[src/rtl/ram_stream_reader_if.sv]
// Command, status, RAM read port and output stream of the RAM stream reader.
// The slave modport is the reader's view; master is the controlling side.
interface ram_stream_reader_if #(
    parameter int WIDTH   = 8,
    parameter int ENTRIES = 256
);
    localparam int AW = $clog2(ENTRIES);
    localparam int CW = AW + 1;

    logic             start;
    logic [AW-1:0]    start_addr;
    logic [CW-1:0]    count;
    logic             busy;
    logic             done;
    logic [AW-1:0]    ram_address;
    logic [WIDTH-1:0] ram_read_data;
    logic [WIDTH-1:0] out_data;
    logic             out_valid;
    logic             out_ready;

    modport slave (
        input  start, start_addr, count, ram_read_data, out_ready,
        output busy, done, ram_address, out_data, out_valid
    );

    modport master (
        output start, start_addr, count, ram_read_data, out_ready,
        input  busy, done, ram_address, out_data, out_valid
    );
endinterface

[src/rtl/ram_stream_reader.sv]
// Sequential RAM read engine: walks a wrapping address run, hides the RAM's
// one-cycle read latency and streams words out through a 2-entry skid buffer.
//
// state | meaning
// IDLE  | waiting for start; command inputs sampled here only
// RUN   | issuing reads while words remain and the buffer has room
// DRAIN | all reads issued; waiting for buffer and in-flight read to empty
module ram_stream_reader #(
    parameter int WIDTH   = 8,
    parameter int ENTRIES = 256
) (
    input  logic             clk,
    input  logic             rst_n,
    ram_stream_reader_if.slave bus
);
    localparam int AW = $clog2(ENTRIES);
    localparam int CW = AW + 1;

    typedef enum logic [1:0] {IDLE, RUN, DRAIN} state_t;

    state_t                  state_q, state_d;
    logic [AW-1:0]           rd_addr_q, rd_addr_d;
    logic [CW-1:0]           remaining_q, remaining_d;
    logic                    inflight_q, inflight_d;
    logic [1:0]              occ_q, occ_d;
    logic [1:0][WIDTH-1:0]   buf_q, buf_d;
    logic                    wr_ptr_q, wr_ptr_d;
    logic                    rd_ptr_q, rd_ptr_d;

    logic                    pop;
    logic                    issue;
    logic [2:0]              occ_next;

    always_ff @(posedge clk or negedge rst_n) begin
        if (!rst_n) begin
            state_q     <= IDLE;
            rd_addr_q   <= '0;
            remaining_q <= '0;
            inflight_q  <= 1'b0;
            occ_q       <= '0;
            buf_q       <= '0;
            wr_ptr_q    <= 1'b0;
            rd_ptr_q    <= 1'b0;
        end else begin
            state_q     <= state_d;
            rd_addr_q   <= rd_addr_d;
            remaining_q <= remaining_d;
            inflight_q  <= inflight_d;
            occ_q       <= occ_d;
            buf_q       <= buf_d;
            wr_ptr_q    <= wr_ptr_d;
            rd_ptr_q    <= rd_ptr_d;
        end
    end

    always_comb begin
        state_d     = state_q;
        rd_addr_d   = rd_addr_q;
        remaining_d = remaining_q;
        buf_d       = buf_q;
        wr_ptr_d    = wr_ptr_q;
        rd_ptr_d    = rd_ptr_q;
        issue       = 1'b0;

        pop = (occ_q != 2'd0) && bus.out_ready;
        // Occupancy once the pending capture and this cycle's pop have landed;
        // a new read may only be issued if its word will still have a slot.
        occ_next = {1'b0, occ_q} + {2'b00, inflight_q} - {2'b00, pop};

        case (state_q)
            IDLE: begin
                if (bus.start) begin
                    rd_addr_d   = bus.start_addr;
                    remaining_d = bus.count;
                    state_d     = RUN;
                end
            end
            RUN: begin
                if (remaining_q == '0) begin
                    state_d = DRAIN;
                end else if (occ_next < 3'd2) begin
                    issue = 1'b1;
                end
            end
            DRAIN: begin
                if ((occ_q == 2'd0) && !inflight_q) begin
                    state_d = IDLE;
                end
            end
            default: state_d = IDLE;
        endcase

        if (issue) begin
            rd_addr_d   = (rd_addr_q == AW'(ENTRIES - 1)) ? '0 : rd_addr_q + AW'(1);
            remaining_d = remaining_q - CW'(1);
        end
        inflight_d = issue;

        if (inflight_q) begin
            buf_d[wr_ptr_q] = bus.ram_read_data;
            wr_ptr_d        = ~wr_ptr_q;
        end
        if (pop) begin
            rd_ptr_d = ~rd_ptr_q;
        end
        occ_d = occ_next[1:0];
    end

    assign bus.busy        = (state_q != IDLE);
    assign bus.done        = (state_q == DRAIN) && (occ_q == 2'd0) && !inflight_q;
    assign bus.ram_address = rd_addr_q;
    assign bus.out_valid   = (occ_q != 2'd0);
    assign bus.out_data    = buf_q[rd_ptr_q];
endmodule
[src/flat_wrapper.sv]
// flat-port wrapper written by rule: the top's interface ports become plain ports
module ram_stream_reader_flat 
#(
    parameter int WIDTH   = 8,
    parameter int ENTRIES = 256
)
  (clk, rst_n, bus_start, bus_start_addr, bus_count, bus_ram_read_data, bus_out_ready, bus_busy, bus_done, bus_ram_address, bus_out_data, bus_out_valid);
  ram_stream_reader_if #(.WIDTH(WIDTH), .ENTRIES(ENTRIES)) bus_i ();
  input  logic clk;
  input  logic rst_n;
  input wire logic [$bits(bus_i.start)-1:0] bus_start;
  input wire logic [$bits(bus_i.start_addr)-1:0] bus_start_addr;
  input wire logic [$bits(bus_i.count)-1:0] bus_count;
  input wire logic [$bits(bus_i.ram_read_data)-1:0] bus_ram_read_data;
  input wire logic [$bits(bus_i.out_ready)-1:0] bus_out_ready;
  output wire logic [$bits(bus_i.busy)-1:0] bus_busy;
  output wire logic [$bits(bus_i.done)-1:0] bus_done;
  output wire logic [$bits(bus_i.ram_address)-1:0] bus_ram_address;
  output wire logic [$bits(bus_i.out_data)-1:0] bus_out_data;
  output wire logic [$bits(bus_i.out_valid)-1:0] bus_out_valid;
  assign bus_i.start = bus_start;
  assign bus_i.start_addr = bus_start_addr;
  assign bus_i.count = bus_count;
  assign bus_i.ram_read_data = bus_ram_read_data;
  assign bus_i.out_ready = bus_out_ready;
  assign bus_busy = bus_i.busy;
  assign bus_done = bus_i.done;
  assign bus_ram_address = bus_i.ram_address;
  assign bus_out_data = bus_i.out_data;
  assign bus_out_valid = bus_i.out_valid;
  ram_stream_reader #(.WIDTH(WIDTH), .ENTRIES(ENTRIES)) u_core (.clk(clk), .rst_n(rst_n), .bus(bus_i));
endmodule
[config.mk]
export PLATFORM = sky130hd
export DESIGN_NAME = ram_stream_reader_flat
export DESIGN_NICKNAME = d
export VERILOG_FILES = /design/src/rtl/ram_stream_reader_if.sv /design/src/rtl/ram_stream_reader.sv /design/src/flat_wrapper.sv
export SDC_FILE = /design/constraint.sdc
export NUM_CORES = 1
export LEC_CHECK = 0
export BUFFER_PORTS_ARGS = -buffer_cell sky130_fd_sc_hd__buf_2
export CORE_MARGIN = 1
export CORE_UTILIZATION = 37
export CTS_BUF_LIST = sky130_fd_sc_hd__clkbuf_4 sky130_fd_sc_hd__clkbuf_8
export CTS_CLUSTER_DIAMETER = 150
export DETAILED_ROUTE_END_ITERATION = 12
export PLACE_DENSITY = 0.58
export SLEW_MARGIN = 20
export SYNTH_ARGS = -nofsm -noshare
export SYNTH_HDL_FRONTEND = slang
export SYNTH_SLANG_ARGS = --single-unit
[constraint.sdc]
create_clock -name clk -period 3.8 [get_ports clk]
set_clock_uncertainty 0.05 [all_clocks]
set_input_delay 1.14 -clock clk [delete_from_list [all_inputs] [get_ports clk]]
set_output_delay 1.14 -clock clk [all_outputs]
set_load 0.05 [all_outputs]
==> flow_summary_export.csv <==
group,metric,value,unit
pwr,cellPowerDensity,1034,nW/um2
die,initial_utilization,0.3822,
cts,numCtsBuffers,5,
place,gp_congestion,0.7633,
synth,ys_types,51,
die,chipWidth,77.42,um
worst_hold_path,hold_path_startpoint,"u_core.wr_ptr_q",
synth,synth_flop_cell,"sky130_fd_sc_hd__dfrtp_1",
cells_and_area,postLayoutCellArea,2517,um2
die,fp.dieArea,5994,um2
sta,timing.final.max_slew_violations,0,
cells_and_area,layout_filler_cell_count,522,
cells_and_area,final-seq-area,1001,um2
cts,cts_setup_buffers,0,
global_route,largest_net_degree_at_the_start_of_global_routing,41,
sta,timing.final.ws_setup,0.4099,ns
synth,syn_nets,214,
cells_and_area,num_antenna_cells,0,
setup_path,worstSetupStartpointType,"input pin",
place,postPlaceCellArea,2425,um2
synth,synth_top_area_share,0.4756,
global_route,grt_pass1_vias,1499,
synth,synth_seq_cells,40,
synth,post-synth-top-area-cell,"sky130_fd_sc_hd__dfrtp_1",
die,num_rows,27,
worst_hold_path,min-delay-path-class,"flop to flop",
cts,cts_htree_levels,2,
global_route,grt_antenna_before_repair,0,
sta,final_period_minus_worst_setup_slack,3.390,ns
cts,cts_resized,0,
sta,worst_slew_pin_slew,0.9048,ns
worst_hold_path,hold_path_end,"u_core.wr_ptr_q",
pwr,p_total,0.002602,W
route,routedWlPerCell,14.30,um
setup_path,critical_path_class,"input pin to flop",
cells_and_area,post_route_cells_drive_above_1_share,0.4077,
cells_and_area,area.growth.synth_to_final,19.62,%
setup_path,r2r_cells,12,
die,die_h,77.42,um
place,dpl.hpwl,3163,um
setup_path,cp_required,3.93,ns
synth,synth-edff-count,0,
synth,yosysMostFrequentCell,"sky130_fd_sc_hd__dfrtp_1",
worst_hold_path,timing.hold.worst_path_depth,1,
setup_path,setup_crit_end_kind,"flop",
die,core_area,5507,um2
synth,post_synth_main_area_contributors,"sky130_fd_sc_hd__dfrtp_1, sky130_fd_sc_hd__mux2_2, sky130_fd_sc_hd__ha_1, sky130_fd_sc_hd__a221o_1, sky130_fd_sc_hd__mux2i_1",
global_route,grt_first_pass_wirelength,7231,um
route,vias,1581,
sta,setup-tns-final,0,ns
cts,worst_setup_hold_path_clk_slew,0.07,ns
cts,cts_tree,"built",
sta,setup_viol_count_final,0,
pwr,total_leakage_power,1.184,nW
synth,syn-cell-area,2105,um2
sta,rsz0062_at_grt,"false",
cts,clock_latency,0.29,ns
place,post_place_setup_slack,0.08388,ns
cts,cts_hold_buf,0,
route,routed_via_density,5.184,
sta,hold_slack,0.4426,ns
die,floorplan.io_pins,48,
cts,clock-root-buffer,"sky130_fd_sc_hd__clkbuf_8",
route,routed_wirelength,4361,um
cts,cts_num_sinks,40,
cts,ctsLongestPathBuffers,2,
sta,maxClockFrequency,295.0,MHz
place,io_buffers,47,
synth,synth_commonest_cells,"sky130_fd_sc_hd__dfrtp_1, sky130_fd_sc_hd__mux2_2, sky130_fd_sc_hd__nor2_1, sky130_fd_sc_hd__inv_1, sky130_fd_sc_hd__nand2_1",
route,route.antenna.remaining_nets,0,
setup_path,timing.critical_path.fanout_max,15,
setup_path,r2r_start,"u_core.occ_q[1]",
synth,ys_warn_count,0,
pwr,ir_drop,0.5393,mV
global_route,globalRoute.totalOverflow,0,
synth,asyncSetResetFlopFracSynth,1.000,
sta,timing_hold_violations_final,0,
run_status,outcome,"finished, final reports clean",
cells_and_area,finalNetCount,267,
setup_path,reg2reg_to,"u_core.remaining_q[5]",
sta,final_min_period_over_clock_period,0.8921,
synth,synthesis.area_per_instance,11.76,um2
sta,timing.slew.headroom,0.3968,
setup_path,reg2reg_slack,0.54,ns
global_route,groute.usage.overall,0.1558,
route,drtPass1Iterations,4,
run,cap_violations,0,
synth,netlist_instances,179,
synth,seq_area_frac_synth,0.4756,
route,route.detailed.drc,0,
cells_and_area,multiInputGateArea,1028,um2
route,detailedRoute.firstIterationViolations,45,
setup_path,cp.arrival,3.52,ns
==> worst max-delay path by stage <==
| stage | endpoint | cells after the start | startpoint | slack [ns] |
|---|---|---|---|---|
| CTS | u_core.remaining_q[5] | 12 | bus_out_ready | 0.40 |
| finish | u_core.remaining_q[5] | 12 | bus_out_ready | 0.41 |
| floorplan | u_core.remaining_q[5] | 11 | bus_out_ready | 0.34 |
| global placement | u_core.remaining_q[5] | 12 | bus_out_ready | 0.16 |
| global route | u_core.remaining_q[5] | 12 | bus_out_ready | 0.29 |
| detailed placement | u_core.remaining_q[5] | 12 | bus_out_ready | 0.08 |
==> metal layers <==
layer / global-route usage / wire, um
met1: 0.2060 / 2138
met2: 0.2496 / 1996
met3: 0.04471 / 177
met4: 0.03962 / 48
met5: 0 / 0
==> registers in the layout, summed over array words and instances, names as in the netlist <==
| signal | cells |
|---|---|
| u_core.buf_q | 16 |
| u_core.remaining_q | 9 |
| u_core.bus.ram_address | 8 |
| u_core.occ_q | 2 |
| u_core.state_q | 2 |
| u_core.inflight_q | 1 |
| u_core.rd_ptr_q | 1 |
| u_core.wr_ptr_q | 1 |
==> per-stage QoR <==
| step | util | instances |
|---|---|---|
| finish | 0.4572 | 305 |
| detailed placement | 0.4404 | 297 |
| global placement | 0.4404 | 297 |
| floorplan | - | 179 |
| global route | 0.4572 | 305 |
| CTS | 0.4572 | 305 |
==> area by class of cell <==
cell class | instances | share of cell area
multi-input cells | 124 | 0.4086
flip-flops and latches | 40 | 0.3976
repair buffers | 51 | 0.1054
well taps | 72 | 0.03579
clock buffers | 6 | 0.03280
inverters | 10 | 0.01590
clock inverters | 2 | 0.003976
==> worst max-delay path, cell delays in order <==
cell                       delay [ns]
sky130_fd_sc_hd__buf_2           0.09
sky130_fd_sc_hd__and2_1          0.15
sky130_fd_sc_hd__ha_1            0.29
sky130_fd_sc_hd__inv_1           0.07
sky130_fd_sc_hd__ha_1            0.14
sky130_fd_sc_hd__inv_1           0.05
sky130_fd_sc_hd__fa_1            0.51
sky130_fd_sc_hd__nand3b_1        0.10
sky130_fd_sc_hd__a211o_4         0.29
sky130_fd_sc_hd__inv_4           0.15
sky130_fd_sc_hd__mux2_4          0.31
sky130_fd_sc_hd__o221a_2         0.24
==> cell families after synthesis <==
| kind of cell | count (synthesis) | synth area share |
|---|---|---|
| mux | 31 | 0.1647 |
| buf+inv | 15 | 0.03567 |
| simple gates | 53 | 0.1492 |
| xor+xnor | 3 | 0.01249 |
| compound gates | 31 | 0.1231 |
| flops | 40 | 0.4756 |
| fa+ha+maj | 6 | 0.03924 |
==> where the power goes <==
group	total [W]	switching [W]	internal, W
Clock	0.000292	0.000147	0.000145
Combinational	0.00147	0.000889	0.000576
Sequential	0.000845	0.000207	0.000638
Total	0.00260	0.00124	0.00136
==> cells in the final DEF (no fill, tap or decap), types with 2 or more instances in the layout <==
cell type,count
sky130_fd_sc_hd__dfrtp_1,40
sky130_fd_sc_hd__nor3b_1,2
sky130_fd_sc_hd__buf_4,4
sky130_fd_sc_hd__mux2i_1,5
sky130_fd_sc_hd__a31oi_1,2
sky130_fd_sc_hd__buf_2,47
sky130_fd_sc_hd__nand3_1,4
sky130_fd_sc_hd__nand2_1,9
sky130_fd_sc_hd__and3_1,4
sky130_fd_sc_hd__or2_2,2
sky130_fd_sc_hd__xor2_1,3
sky130_fd_sc_hd__clkinv_2,2
sky130_fd_sc_hd__nor3_1,3
sky130_fd_sc_hd__a221o_1,6
sky130_fd_sc_hd__a21oi_1,3
sky130_fd_sc_hd__o221a_2,2
sky130_fd_sc_hd__a211oi_1,2
sky130_fd_sc_hd__nand2b_1,3
sky130_fd_sc_hd__nor2_1,11
sky130_fd_sc_hd__o21ai_0,2
sky130_fd_sc_hd__ha_1,5
sky130_fd_sc_hd__clkbuf_8,6
sky130_fd_sc_hd__nor4_1,3
sky130_fd_sc_hd__and4b_1,2
sky130_fd_sc_hd__mux2_2,25
sky130_fd_sc_hd__a22o_1,2
sky130_fd_sc_hd__o22ai_1,2
sky130_fd_sc_hd__inv_1,9
(Power assumes the default switching activity.)
